File: src/rtl/arith_seq_pkg.sv
// Shared types and constants for the arithmetic command sequencer.
// The ABORT state exists only when ARITH_SEQ_TIMEOUT_EN is defined.
package arith_seq_pkg;

    typedef enum logic [3:0] {
        S_IDLE,
        S_LD_A,
        S_LD_B,
        S_EXEC,
        S_WAIT,
        S_RD_LO,
        S_RD_HI,
        S_RESP
`ifdef ARITH_SEQ_TIMEOUT_EN
        , S_ABORT
`endif
    } state_t;

    localparam logic [1:0] OP_LDR = 2'b00;
    localparam logic [1:0] OP_ADD = 2'b01;
    localparam logic [1:0] OP_SUB = 2'b10;
    localparam logic [1:0] OP_MUL = 2'b11;

    localparam logic [1:0] REG_A_LO = 2'd0;
    localparam logic [1:0] REG_A_HI = 2'd1;
    localparam logic [1:0] REG_B_LO = 2'd2;
    localparam logic [1:0] REG_B_HI = 2'd3;

    // Operand A goes straight to dp_data at handshake, so only op/sign/B are held.
    typedef struct packed {
        logic [1:0] op;
        logic       sgn;
        logic [7:0] b;
    } cmd_t;

endpackage

File: src/rtl/arith_seq_timer.sv
// WAIT-state watchdog: counts enabled cycles, tc marks the LIMIT-th enabled cycle.
module arith_seq_timer #(
    parameter int unsigned LIMIT = 32
) (
    input  logic clk,
    input  logic rst_n,
    input  logic clear,
    input  logic enable,
    output logic tc
);

    logic [7:0] cnt;

    assign tc = enable && (cnt == 8'(LIMIT - 1));

    always_ff @(posedge clk or negedge rst_n) begin
        if (!rst_n)
            cnt <= '0;
        else if (clear)
            cnt <= '0;
        else if (enable && !tc)
            cnt <= cnt + 8'd1;
    end

endmodule

File: src/rtl/arith_sequencer.sv
// Command sequencer driving an external 8-bit arithmetic datapath.
// Define ARITH_SEQ_TIMEOUT_EN to bound the WAIT state with a watchdog abort.
module arith_sequencer
    import arith_seq_pkg::*;
#(
    parameter int unsigned TIMEOUT_CYCLES = 32
) (
    input  logic        clk,
    input  logic        rst_n,
    input  logic        cmd_valid,
    output logic        cmd_ready,
    input  logic [1:0]  cmd_op,
    input  logic        cmd_signed,
    input  logic [7:0]  cmd_a,
    input  logic [7:0]  cmd_b,
    output logic [7:0]  dp_data,
    output logic [1:0]  dp_reg,
    output logic        dp_wr,
    output logic [1:0]  dp_op,
    output logic        dp_signed,
    output logic        dp_start,
    output logic        dp_abort,
    input  logic        dp_done,
    input  logic [1:0]  dp_flags,
    output logic [1:0]  dp_rd_sel,
    input  logic [7:0]  dp_rd_data,
    output logic        rsp_valid,
    input  logic        rsp_ready,
    output logic [15:0] rsp_data,
    output logic [1:0]  rsp_flags,
    output logic        rsp_err
);

    if (TIMEOUT_CYCLES < 2 || TIMEOUT_CYCLES > 255) begin : g_bad_timeout
        $error("arith_sequencer: TIMEOUT_CYCLES must be 2..255");
    end

    state_t state;
    cmd_t   cmd_q;

`ifdef ARITH_SEQ_TIMEOUT_EN
    logic timeout;

    arith_seq_timer #(.LIMIT(TIMEOUT_CYCLES)) u_timer (
        .clk    (clk),
        .rst_n  (rst_n),
        .clear  (state != S_WAIT),
        .enable (state == S_WAIT),
        .tc     (timeout)
    );
`else
    assign dp_abort = 1'b0;
    assign rsp_err  = 1'b0;
`endif

    // Every output is registered: it is set on the edge entering the state that owns it.
    always_ff @(posedge clk or negedge rst_n) begin
        if (!rst_n) begin
            state     <= S_IDLE;
            cmd_q     <= '0;
            cmd_ready <= 1'b0;
            dp_data   <= '0;
            dp_reg    <= '0;
            dp_wr     <= 1'b0;
            dp_op     <= '0;
            dp_signed <= 1'b0;
            dp_start  <= 1'b0;
            dp_rd_sel <= '0;
            rsp_valid <= 1'b0;
            rsp_data  <= '0;
            rsp_flags <= '0;
`ifdef ARITH_SEQ_TIMEOUT_EN
            dp_abort  <= 1'b0;
            rsp_err   <= 1'b0;
`endif
        end else begin
            dp_wr    <= 1'b0;
            dp_start <= 1'b0;
`ifdef ARITH_SEQ_TIMEOUT_EN
            dp_abort <= 1'b0;
`endif
            case (state)
                S_IDLE: begin
                    if (cmd_valid && cmd_ready) begin
                        cmd_q     <= '{op: cmd_op, sgn: cmd_signed, b: cmd_b};
                        cmd_ready <= 1'b0;
                        dp_wr     <= 1'b1;
                        dp_reg    <= REG_A_LO;
                        dp_data   <= cmd_a;
                        rsp_data  <= '0;
                        rsp_flags <= '0;
`ifdef ARITH_SEQ_TIMEOUT_EN
                        rsp_err   <= 1'b0;
`endif
                        state     <= S_LD_A;
                    end else begin
                        cmd_ready <= 1'b1;
                    end
                end
                S_LD_A: begin
                    dp_wr   <= 1'b1;
                    dp_reg  <= REG_B_LO;
                    dp_data <= cmd_q.b;
                    state   <= S_LD_B;
                end
                S_LD_B: begin
                    dp_reg  <= '0;
                    dp_data <= '0;
                    if (cmd_q.op == OP_LDR) begin
                        dp_rd_sel <= REG_B_LO;
                        state     <= S_RD_LO;
                    end else begin
                        dp_start  <= 1'b1;
                        dp_op     <= cmd_q.op;
                        dp_signed <= cmd_q.sgn;
                        state     <= S_EXEC;
                    end
                end
                S_EXEC: state <= S_WAIT;
                S_WAIT: begin
                    // dp_done has priority over a watchdog expiry in the same cycle
                    if (dp_done) begin
                        rsp_flags <= dp_flags;
                        dp_rd_sel <= REG_B_LO;
                        state     <= S_RD_LO;
                    end
`ifdef ARITH_SEQ_TIMEOUT_EN
                    else if (timeout) begin
                        dp_abort  <= 1'b1;
                        dp_op     <= '0;
                        dp_signed <= 1'b0;
                        state     <= S_ABORT;
                    end
`endif
                end
                S_RD_LO: begin
                    rsp_data[7:0] <= dp_rd_data;
                    dp_rd_sel     <= REG_B_HI;
                    state         <= S_RD_HI;
                end
                S_RD_HI: begin
                    rsp_data[15:8] <= dp_rd_data;
                    dp_rd_sel      <= '0;
                    dp_op          <= '0;
                    dp_signed      <= 1'b0;
                    rsp_valid      <= 1'b1;
                    state          <= S_RESP;
                end
`ifdef ARITH_SEQ_TIMEOUT_EN
                S_ABORT: begin
                    rsp_data  <= '0;
                    rsp_flags <= '0;
                    rsp_err   <= 1'b1;
                    rsp_valid <= 1'b1;
                    state     <= S_RESP;
                end
`endif
                S_RESP: begin
                    if (rsp_ready) begin
                        rsp_valid <= 1'b0;
                        cmd_ready <= 1'b1;
                        state     <= S_IDLE;
                    end
                end
                default: state <= S_IDLE;
            endcase
        end
    end

endmodule

File: config.mk
export PLATFORM = sky130hd
export DESIGN_NAME = arith_sequencer
export DESIGN_NICKNAME = d
export VERILOG_FILES = /design/src/rtl/arith_seq_pkg.sv /design/src/rtl/arith_seq_timer.sv /design/src/rtl/arith_sequencer.sv
export SDC_FILE = /design/constraint.sdc
export NUM_CORES = 1
export LEC_CHECK = 0
export CAP_MARGIN = 10
export CORE_ASPECT_RATIO = 0.8
export CORE_UTILIZATION = 49
export DETAILED_ROUTE_END_ITERATION = 10
export GPL_TIMING_DRIVEN = 0
export PLACE_DENSITY = 0.81
export SLEW_MARGIN = 5
export SYNTH_ARGS = -nofsm -noshare
export SYNTH_HDL_FRONTEND = slang
export SYNTH_HIERARCHICAL = 1
export SYNTH_SLANG_ARGS = --single-unit
File: constraint.sdc
create_clock -name clk -period 3.19 [get_ports clk]
set_input_delay 0.7975 -clock clk [delete_from_list [all_inputs] [get_ports clk]]
set_output_delay 0.7975 -clock clk [all_outputs]
set_load 0.02 [all_outputs]
==> flow_metrics.py <==
metrics = {
    "layout": {
        "antenna_cells": 0,
        "syn2layout_area_growth_pct": 39.18,
        "regMostFlops": "rsp_data",
        "fin_util_pct": 73.51,
        "nNetsFinal": 321,
        "mostFrequentLayoutCells": "clkdlybuf4s50_1 (68), dfrtp_1 (50), nand2_1 (31)",
        "final_common_cell": "clkdlybuf4s50_1",
        "stdcell_count": 344,
        "largest_reg_flops": 16,
        "drive_gt1_share_pct": 16.03,
        "largestRegisters": "rsp_data x16, cmd_q x11, dp_data x8",
        "fillers": 345,
    },
    "timing": {
        "drv_slew": 0,
        "setup_violations": 0,
        "grt_setup_unrepaired": "no",
        "finalSetupTns_ns": 0,
        "period_share_pct": 70.80,
        "skew_ns": 0.007682,
        "timing.fmax_mhz": 442.8,
        "hold_viol_final": 0,
        "fin_ws_ns": 0.9316,
        "finalCriticalPeriod_ns": 2.258,
    },
    "clock_network": {
        "cts_resized": 0,
        "path_clk_slew_ns": 0.09,
        "post_cts_buffers": 0,
        "cts_max_level": 2,
        "cts-root-buf": "clkbuf_8",
        "clk_latency_ns": 0.30,
        "numCtsBuffers": 5,
        "cts_sinks": 50,
        "cts.path.max_buffers": 2,
        "cts_hold_buf": 0,
        "cts_tree": "yes",
    },
    "floorplanning": {
        "fp.dieH_um": 63.14,
        "start_util_pct": 52.81,
        "core_region_area_mm2": 0.004335,
        "ios": 73,
        "dieArea_mm2": 0.004952,
        "rows": 21,
        "die_w_um": 78.43,
    },
    "setup_path": {
        "crit_buf_inv": 1,
        "crit_fanout": 9,
        "critPathSlowestCell": "clkdlybuf4s50_1",
        "cp.required_ns": 2.39,
        "cp_num_cells": 1,
        "cpPeakStageDelay_ns": 0.67,
        "crit_arrival_ns": 1.46,
        "cp_cell_sequence": "clkdlybuf4s50_1",
        "reg2reg_depth": 4,
        "r2r_setup_slack_ns": 1.58,
        "cp_top_family": "buffers and inverters",
        "startpoint_type": "flip-flop",
        "path_class": "flip-flop to output port",
        "end_kind": "output port",
    },
    "power": {
        "powerDensity_mw_per_mm2": 1034,
        "power_frac_comb_pct": 51.5,
        "p_switching_uw": 1283,
        "ir_drop_uv": 691.5,
        "p_int_uw": 2011,
        "p_leak_uw": 0.001359,
        "finalPower_uw": 3294,
        "switching_share_pct": 38.95,
        "seq_power_share_pct": 34.7,
        "clkPwrFrac_pct": 13.8,
    },
    "min_path": {
        "hp-class": "input pin to async pin",
    },
    "global_route": {
        "antenna_found_initial": 0,
        "first_global_vias": 1850,
        "overflow": 0,
        "grt_max_degree": 40,
        "track_usage_pct": 24.98,
        "grt_first_pass_wirelength_mm": 9.411,
    },
    "logic_synthesis": {
        "synth_area_mm2": 0.002290,
        "ys_types": 44,
        "syn_inst": 208,
        "ys_warn_count": 6,
        "synth.avg_cell_area_um2": 11.01,
        "synth-seq-cells": 50,
        "synth-seq-area-share_pct": 54.64,
    },
    "run": {
        "max_cap_violations": 0,
    },
    "routing": {
        "drtIter0Drc": 166,
        "dr.pass1.iters": 4,
        "viasPerCell": 5.544,
        "drc": 0,
        "num_vias": 1907,
        "postRouteAntennaNets": 0,
        "wl_per_cell_um": 16.31,
        "detail_route.wirelength_mm": 5.610,
    },
    "place": {
        "place_inst": 337,
        "dpl.hpwl_mm": 3.939,
        "post-place-ws_ns": 0.7031,
        "place_congestion": 0.8540,
        "io_buffers": 69,
    },
    "status": {
        "status": "complete, no violations",
    },
}
-- power groups by stage --
| stage | logic, uW | clock network [uW] | registers [uW] |
|---|---|---|---|
| after floorplan | 763 | 0 | 1380 |
| after global placement | 1660 | 0 | 1140 |
| after detailed placement | 1690 | 0 | 1150 |
| after CTS | 1700 | 457 | 1140 |
| after global routing | 1830 | 486 | 1180 |
| final | 1700 | 454 | 1140 |
-- per-stage QoR --
stage | cell area [um^2] | hold WS [ns]
3_3_place_gp | 3059 | 0.4722
5_1_grt | 3187 | 0.3711
6_report | 3187 | 0.3652
4_1_cts | 3187 | 0.3701
2_1_floorplan | 2297 | 0.4752
3_5_place_dp | 3074 | 0.4715
-- worst paths after layout --
check / startpoint / to
max: cmd_ready$_DFFE_PN0P_ / cmd_ready
min: rst_n / cmd_q[4]$_DFFE_PN0P_
max reg2reg: cmd_ready$_DFFE_PN0P_ / cmd_q[9]$_DFFE_PN0P_
min reg2reg: rsp_valid$_DFFE_PN0P_ / rsp_valid$_DFFE_PN0P_
max in group asynchronous: rst_n / state[0]$_DFFE_PN0P_
min in group clk: rsp_valid$_DFFE_PN0P_ / rsp_valid$_DFFE_PN0P_
-- worst register-to-register path, cell delays in order, from the launching register on --
cell     delay (ns)
dfrtp_1        0.49
nand2_2        0.22
nor4_4         0.21
buf_4          0.23
mux2_2         0.35
-- kinds of logic after synthesis --
family | synth area share, %
AOI/OAI and AO/OA | 20.27
and+or+nand+nor | 14.37
DFF | 54.64
buffers and inverters | 5.136
muxes | 5.410
other | 0.1638
-- final cells by class --
type	count	area, um^2	area share (%)
sequential	50	1251	39.26
multi-input combinational	142	928.4	29.13
clock inverter	1	30.03	0.9423
timing repair buffer	70	705.7	22.14
inverter	1	3.754	0.1178
clock buffer	6	82.58	2.591
tap	57	71.32	2.238
buffer	17	113.9	3.573
-- layer usage --
layer	part of all wire (%)	global-route usage [%]
met5	0	0
met4	1.2	7.639
met1	47	36.72
met3	5.8	4.928
met2	45	37.28
-- Yosys cell counts (all sizes together) --
| master | number | area share, % |
|---|---|---|
| o21ba | 1 | 0.44 |
| nand2b | 2 | 0.55 |
| a21o | 2 | 0.66 |
| a32o | 2 | 0.87 |
| and2 | 2 | 0.55 |
| a2bb2oi | 3 | 1.1 |
| o311a | 1 | 0.44 |
| nor2 | 7 | 1.3 |
| o22ai | 2 | 0.55 |
| o21bai | 2 | 0.66 |
| nand2 | 32 | 5.4 |
| o2bb2ai | 9 | 3.4 |
| clkbuf | 2 | 0.38 |
| or2 | 1 | 0.27 |
| nand3b | 2 | 0.66 |
| o22a | 1 | 0.38 |
| nor4 | 1 | 0.93 |
| and3b | 5 | 1.9 |
| conb | 1 | 0.16 |
| a22o | 1 | 0.38 |
| mux2 | 11 | 5.4 |
| o21a | 4 | 1.3 |
| a41oi | 1 | 0.38 |
| or3b | 1 | 0.38 |
| and2b | 1 | 0.33 |
| o221a | 4 | 2.0 |
| nor3 | 2 | 0.44 |
| nand3 | 3 | 0.66 |
| nand4bb | 1 | 0.49 |
| buf | 15 | 4.6 |
| o21ai | 24 | 5.2 |
| inv | 1 | 0.16 |
| dfrtp | 50 | 55 |
| nor3b | 1 | 0.33 |
| a21oi | 6 | 1.5 |
| o221ai | 1 | 0.38 |
| nor2b | 1 | 0.27 |
| a31oi | 2 | 0.55 |
Note: power is estimated with default switching activity, not from simulation.
